`config.mk`:
```
export PLATFORM = sky130hd
export DESIGN_NAME = traffic_phase_scheduler
export DESIGN_NICKNAME = d
export VERILOG_FILES = /design/src/rtl/traffic_phase_scheduler.sv
export SDC_FILE = /design/constraint.sdc
export NUM_CORES = 1
export LEC_CHECK = 0
export ABC_AREA = 1
export CAP_MARGIN = 10
export CORE_UTILIZATION = 30
export CTS_CLUSTER_DIAMETER = 80
export CTS_CLUSTER_SIZE = 25
export DETAILED_ROUTE_END_ITERATION = 6
export PLACE_DENSITY = 0.5
export SETUP_SLACK_MARGIN = 0.4
export SLEW_MARGIN = 20
export SYNTH_ARGS = -nofsm -noshare
export SYNTH_HDL_FRONTEND = slang
export SYNTH_SLANG_ARGS = --single-unit
```
`constraint.sdc`:
```
create_clock -name clk -period 3.9 [get_ports clk]
set_input_delay 0.78 -clock clk [delete_from_list [all_inputs] [get_ports clk]]
set_output_delay 0.78 -clock clk [all_outputs]
set_load 0.02 [all_outputs]
```
`src/rtl/traffic_phase_scheduler.sv`:
```
// traffic_phase_scheduler
// Timed two-street intersection controller. Green phases run for at least
// MIN_GREEN and at most MAX_GREEN clocks, followed by yellow and all-red
// clearance. A pedestrian walk phase is inserted at the next all-red after a
// request. Lamp, walk and ack outputs are registered, decoded from the
// next state so they line up with the state register.

module traffic_phase_scheduler #(
    parameter int CNT_W      = 8,
    parameter int MIN_GREEN  = 4,
    parameter int MAX_GREEN  = 12,
    parameter int YELLOW_CYC = 2,
    parameter int ALLRED_CYC = 1,
    parameter int WALK_CYC   = 6
) (
    input  logic       clk,
    input  logic       reset_n,
    input  logic       T_A,
    input  logic       T_B,
    input  logic       ped_req,
    output logic       ped_ack,
    output logic       walk,
    output logic [1:0] L_A,
    output logic [1:0] L_B,
    output logic [2:0] phase
);

    typedef enum logic [2:0] {
        A_GREEN   = 3'd0,
        A_YELLOW  = 3'd1,
        ALLRED_AB = 3'd2,
        B_GREEN   = 3'd3,
        B_YELLOW  = 3'd4,
        ALLRED_BA = 3'd5,
        PED_WALK  = 3'd6
    } state_t;

    localparam logic [1:0] LAMP_GREEN  = 2'b00;
    localparam logic [1:0] LAMP_YELLOW = 2'b01;
    localparam logic [1:0] LAMP_RED    = 2'b10;

    // Last counter value of each dwell: a dwell of N clocks ends at cnt == N-1.
    localparam logic [CNT_W-1:0] MIN_LAST    = CNT_W'(MIN_GREEN - 1);
    localparam logic [CNT_W-1:0] MAX_LAST    = CNT_W'(MAX_GREEN - 1);
    localparam logic [CNT_W-1:0] YELLOW_LAST = CNT_W'(YELLOW_CYC - 1);
    localparam logic [CNT_W-1:0] ALLRED_LAST = CNT_W'(ALLRED_CYC - 1);
    localparam logic [CNT_W-1:0] WALK_LAST   = CNT_W'(WALK_CYC - 1);
    localparam logic [CNT_W-1:0] CNT_MAX     = {CNT_W{1'b1}};
    localparam logic [CNT_W-1:0] CNT_ONE     = {{(CNT_W-1){1'b0}}, 1'b1};
    localparam logic [CNT_W-1:0] CNT_ZERO    = {CNT_W{1'b0}};

    // next_dir encoding: 1'b0 = street A, 1'b1 = street B
    localparam logic DIR_A = 1'b0;
    localparam logic DIR_B = 1'b1;

    state_t           state_r;
    state_t           state_nxt_s;
    logic [CNT_W-1:0] cnt_r;
    logic [CNT_W-1:0] cnt_nxt_s;
    logic             ped_pending_r;
    logic             ped_pending_nxt_s;
    logic             next_dir_r;
    logic             next_dir_nxt_s;
    logic             enter_walk_s;
    logic [1:0]       l_a_r;
    logic [1:0]       l_b_r;
    logic [1:0]       l_a_nxt_s;
    logic [1:0]       l_b_nxt_s;
    logic             walk_r;
    logic             walk_nxt_s;
    logic             ped_ack_r;
    logic             ped_ack_nxt_s;

    // Lamp code for one street given its own green and yellow states.
    function automatic logic [1:0] lamp_code(input state_t st,
                                             input state_t green_st,
                                             input state_t yellow_st);
        logic [1:0] code;
        if (st == green_st) begin
            code = LAMP_GREEN;
        end else if (st == yellow_st) begin
            code = LAMP_YELLOW;
        end else begin
            code = LAMP_RED;
        end
        return code;
    endfunction

    // Next-state, dwell counter, pedestrian bookkeeping and output decode.
    always_comb begin
        state_nxt_s    = state_r;
        next_dir_nxt_s = next_dir_r;

        case (state_r)
            A_GREEN: begin
                if ((cnt_r >= MIN_LAST) && (!T_A || (cnt_r >= MAX_LAST))) begin
                    state_nxt_s = A_YELLOW;
                end else begin
                    state_nxt_s = A_GREEN;
                end
            end
            A_YELLOW: begin
                if (cnt_r == YELLOW_LAST) begin
                    state_nxt_s = ALLRED_AB;
                end else begin
                    state_nxt_s = A_YELLOW;
                end
            end
            ALLRED_AB: begin
                if (cnt_r == ALLRED_LAST) begin
                    if (ped_pending_r) begin
                        state_nxt_s    = PED_WALK;
                        next_dir_nxt_s = DIR_B;
                    end else begin
                        state_nxt_s = B_GREEN;
                    end
                end else begin
                    state_nxt_s = ALLRED_AB;
                end
            end
            B_GREEN: begin
                if ((cnt_r >= MIN_LAST) && (!T_B || (cnt_r >= MAX_LAST))) begin
                    state_nxt_s = B_YELLOW;
                end else begin
                    state_nxt_s = B_GREEN;
                end
            end
            B_YELLOW: begin
                if (cnt_r == YELLOW_LAST) begin
                    state_nxt_s = ALLRED_BA;
                end else begin
                    state_nxt_s = B_YELLOW;
                end
            end
            ALLRED_BA: begin
                if (cnt_r == ALLRED_LAST) begin
                    if (ped_pending_r) begin
                        state_nxt_s    = PED_WALK;
                        next_dir_nxt_s = DIR_A;
                    end else begin
                        state_nxt_s = A_GREEN;
                    end
                end else begin
                    state_nxt_s = ALLRED_BA;
                end
            end
            PED_WALK: begin
                // Walk already runs all-red, so go straight to the next green.
                if (cnt_r == WALK_LAST) begin
                    if (next_dir_r == DIR_B) begin
                        state_nxt_s = B_GREEN;
                    end else begin
                        state_nxt_s = A_GREEN;
                    end
                end else begin
                    state_nxt_s = PED_WALK;
                end
            end
            default: begin
                // Illegal code 7 recovers to a known green.
                state_nxt_s = A_GREEN;
            end
        endcase

        // Counter restarts on every state change and saturates otherwise.
        if (state_nxt_s != state_r) begin
            cnt_nxt_s = CNT_ZERO;
        end else if (cnt_r != CNT_MAX) begin
            cnt_nxt_s = cnt_r + CNT_ONE;
        end else begin
            cnt_nxt_s = cnt_r;
        end

        // A request on the walk-entry clock survives and is served next time.
        enter_walk_s = (state_nxt_s == PED_WALK) && (state_r != PED_WALK);
        if (ped_req) begin
            ped_pending_nxt_s = 1'b1;
        end else if (enter_walk_s) begin
            ped_pending_nxt_s = 1'b0;
        end else begin
            ped_pending_nxt_s = ped_pending_r;
        end

        l_a_nxt_s     = lamp_code(state_nxt_s, A_GREEN, A_YELLOW);
        l_b_nxt_s     = lamp_code(state_nxt_s, B_GREEN, B_YELLOW);
        walk_nxt_s    = (state_nxt_s == PED_WALK);
        ped_ack_nxt_s = enter_walk_s;
    end

    // State, counter, pedestrian tracking and registered outputs.
    always_ff @(posedge clk or negedge reset_n) begin
        if (!reset_n) begin
            state_r       <= A_GREEN;
            cnt_r         <= CNT_ZERO;
            ped_pending_r <= 1'b0;
            next_dir_r    <= DIR_B;
            l_a_r         <= LAMP_GREEN;
            l_b_r         <= LAMP_RED;
            walk_r        <= 1'b0;
            ped_ack_r     <= 1'b0;
        end else begin
            state_r       <= state_nxt_s;
            cnt_r         <= cnt_nxt_s;
            ped_pending_r <= ped_pending_nxt_s;
            next_dir_r    <= next_dir_nxt_s;
            l_a_r         <= l_a_nxt_s;
            l_b_r         <= l_b_nxt_s;
            walk_r        <= walk_nxt_s;
            ped_ack_r     <= ped_ack_nxt_s;
        end
    end

    assign L_A     = l_a_r;
    assign L_B     = l_b_r;
    assign walk    = walk_r;
    assign ped_ack = ped_ack_r;
    assign phase   = state_r;

endmodule
```
==> out/qor.csv <==
stage,metric,value,unit
logic_synthesis,synthTopCellsByArea,"dfrtp_1 35%, nand2_1 9.3%, nor2_2 7.3%",
status,status,"finished, final reports clean",
logic_synthesis,synth-edff-count,0,
power_and_ir_drop,vdd_drop_max,206,uV
route,wirelength,2370,microns
run,cap_viol_max_count,0,
logic_synthesis,yosys.area_share.simple,0.416,
floorplanning,start_util,0.322,
logic_synthesis,synth_top_family_by_area,simple AND/OR/NAND/NOR gates,
cts,htree_levels,1,
worst_hold_path,hp-class,register to register,
logic_synthesis,yosysMostFrequentCell,nand2_1,
timing,finalMaxSlewViolations,0,
cts,clock_sinks,19,
cts,cts_tree,built,
critical_path,cp_data_required_time,3.12,ns
route,viasPerCell,4.65,
logic_synthesis,synthArstFlopShare,1.00,
critical_path,rr_startpoint,cnt_r[0]$_DFFE_PN0P_,
route,ant_nets,0,
critical_path,critPathBufInv,1,
logic_synthesis,synthCells,151,
timing,tns,0,ns
floorplanning,dieArea,4270,sq um
critical_path,cp-end-kind,output port,
critical_path,critPathArrivalTime,1.47,ns
timing,fin_crit_sh,0.578,
floorplanning,ios,14,
logic_synthesis,synth_compound_area_frac,0.0509,
logic_synthesis,ys.flop_type,dfrtp_1,
placement,gp_congestion,0.856,
logic_synthesis,synth-xor-area-share,0.0218,
critical_path,crit_chain,clkdlybuf4s50_1,
grt,met3_usage,0.0278,
placement,dp_hpwl,1910,microns
grt,met2_usage,0.200,
floorplanning,rows,22,
critical_path,max_stage_delay,0.69,ns
logic_synthesis,yosys.area.top_type,dfrtp_1,
timing,finalHoldViolCount,0,
route,drtIter0Drc,22,
route,drc,0,
timing,final.min_clock_period,2.25,ns
timing,finalSetupViolations,0,
layout,drive_above_1_share,0.234,
critical_path,critPathTopFamily,buffers and inverters,
critical_path,start_kind,register,
cts,clk_latency,0.25,ns
timing,fin_worst_skew,0.00434,ns
power_and_ir_drop,p_leak,0.677,nW
timing,fmax,444,MHz
critical_path,startpoint,phase[2]$_DFF_PN0_,
route,via_count,1000,
grt,busiest_layer,met2,
logic_synthesis,yosys-top-cells-count,"30 x nand2_1, 18 x inv_1, 17 x dfrtp_1, 14 x nor2_2, 12 x nor2_1",
logic_synthesis,synth_nets,159,
timing,tightest_slew,0.860,ns
placement,port_buffers,13,
critical_path,critPathSlowestCell,clkdlybuf4s50_1,
timing,slew_headroom,0.425,
layout,fillers,398,
cts,cts_setup_buffers,0,
floorplanning,die_h,65.4,microns
power_and_ir_drop,powerDensity,653,nW/um^2
floorplanning,fp.dieW,65.4,microns
grt,antenna_found_initial,0,
grt,grt_pass1_wl,4220,microns
logic_synthesis,ys_types,26,
grt,grt_max_degree,20,
timing,hold_ws,0.506,ns
cts,root_buffer,clkbuf_8,
logic_synthesis,yosysSeqAreaShare,0.397,
grt,grt_use_met1,0.185,
cts,clk_pin_slew,0.07,ns
critical_path,path_class,register to output port,
grt,grt_util_all_layers,0.128,
logic_synthesis,synthAdderAreaFrac,0.0312,
cts,cts_hold_buffers,0,
logic_synthesis,synth_area_per_cell,7.98,sq um
cts,cts_buffers,3,
layout,synthToLayoutAreaGrowth,18.6,%
layout,antenna_cells,0,
critical_path,path_max_fanout,8,
logic_synthesis,synthMuxAreaShare,0.00831,
logic_synthesis,syn_area,1200,sq um
route,dr.pass1.iters,4,
cts,cts_resized,0,
route,wl_per_cell,11.0,microns
logic_synthesis,yosysWarnings,0,
grt,overflow,0,
layout,nets,176,
worst_hold_path,min_from,next_dir_r$_DFFE_PN1P_,
logic_synthesis,yosys.area.top_type_share,0.353,
timing,rsz0062_at_grt,no,
grt,grt_pass1_vias,943,
cts,clockBufferDepth,2,
floorplanning,coreArea,3740,sq um
logic_synthesis,synth_seq_cells,19,
stage by stage:
step	area, sq um	setup WS [ns]	cells	total power, mW	util
2_1_floorplan	1200	2.27	151	0.660	-
3_3_place_gp	1380	1.75	211	0.800	0.370
3_5_place_dp	1380	1.73	211	0.802	0.370
4_1_cts	1430	1.65	215	0.945	0.382
5_1_grt	1430	1.60	215	1.02	0.382
6_report	1430	1.65	215	0.933	0.382
cell usage in the layout, fill, tap and decap left out, drive strengths merged:
| cell | n |
|---|---|
| a21boi | 1 |
| a21oi | 1 |
| a31oi | 1 |
| clkbuf | 4 |
| clkdlybuf4s50 | 13 |
| dfrtp | 17 |
| dfstp | 2 |
| ha | 3 |
| inv | 21 |
| mux2i | 1 |
| nand2 | 38 |
| nand3 | 14 |
| nand4 | 5 |
| nor2 | 30 |
| nor3 | 5 |
| o21ai | 7 |
| o21bai | 1 |
| xnor2 | 1 |
| xor2 | 2 |
path summary, 6_finish.rpt:
check | endpoint | slack, ns | cells past startpoint
worst min-delay path | next_dir_r$_DFFE_PN1P_ | 0.51 | 2
worst max register to register | cnt_r[3]$_DFFE_PN0P_ | 2.03 | 11
worst max-delay path | phase[2] | 1.65 | 1
max in group asynchronous | ped_pending_r$_DFFE_PN0P_ | 2.36 | 1
min in group asynchronous | L_A[0]$_DFF_PN0_ | 1.01 | 1
worst min register to register | next_dir_r$_DFFE_PN1P_ | 0.51 | 2
worst reg2reg max path: cells and delay by family (launching register included):
family          cells  cell delay, ns
compound gates      1            0.19
fa+ha+maj           1            0.17
buf+inv             1            0.10
flops               1            0.42
simple gates        8            0.88
flip-flops by register name, summed over array words and instances (netlist names):
register	flops
cnt_r	8
ped_ack	1
next_dir_r	1
L_A	2
phase	3
walk	1
L_B	2
ped_pending_r	1
cells by family after synthesis:
kind of cell             after synthesis
buffers and inverters                 22
AO/OA/AOI/OAI                         11
AND/OR/NAND/NOR                       92
adder cells (fa/ha/maj)                3
XOR/XNOR                               3
flip-flops                            19
multiplexers                           1
final cells by class:
cell class              count  area, sq um  share of cell area
multi-input cells         110          637               0.446
flip-flops and latches     19          478               0.335
repair buffers             13          130              0.0911
inverters                  21         78.8              0.0552
well taps                  48         60.1              0.0420
clock buffers               4         45.0              0.0315
routing by layer:
layer | up-vias | part of all wire
met2 | 16 | 0.44
met3 | 2 | 0.036
met5 | - | 0
met1 | 469 | 0.52
li1 | 513 | -
met4 | 0 | 0.0025
report_power, final:
group          total (mW)  internal, mW  switching [mW]  leakage (nW)
registers           0.292         0.250          0.0419         0.238
logic               0.503         0.180           0.323         0.417
clock network       0.137        0.0725          0.0647        0.0228
Note: power is estimated with default switching activity, not from simulation.
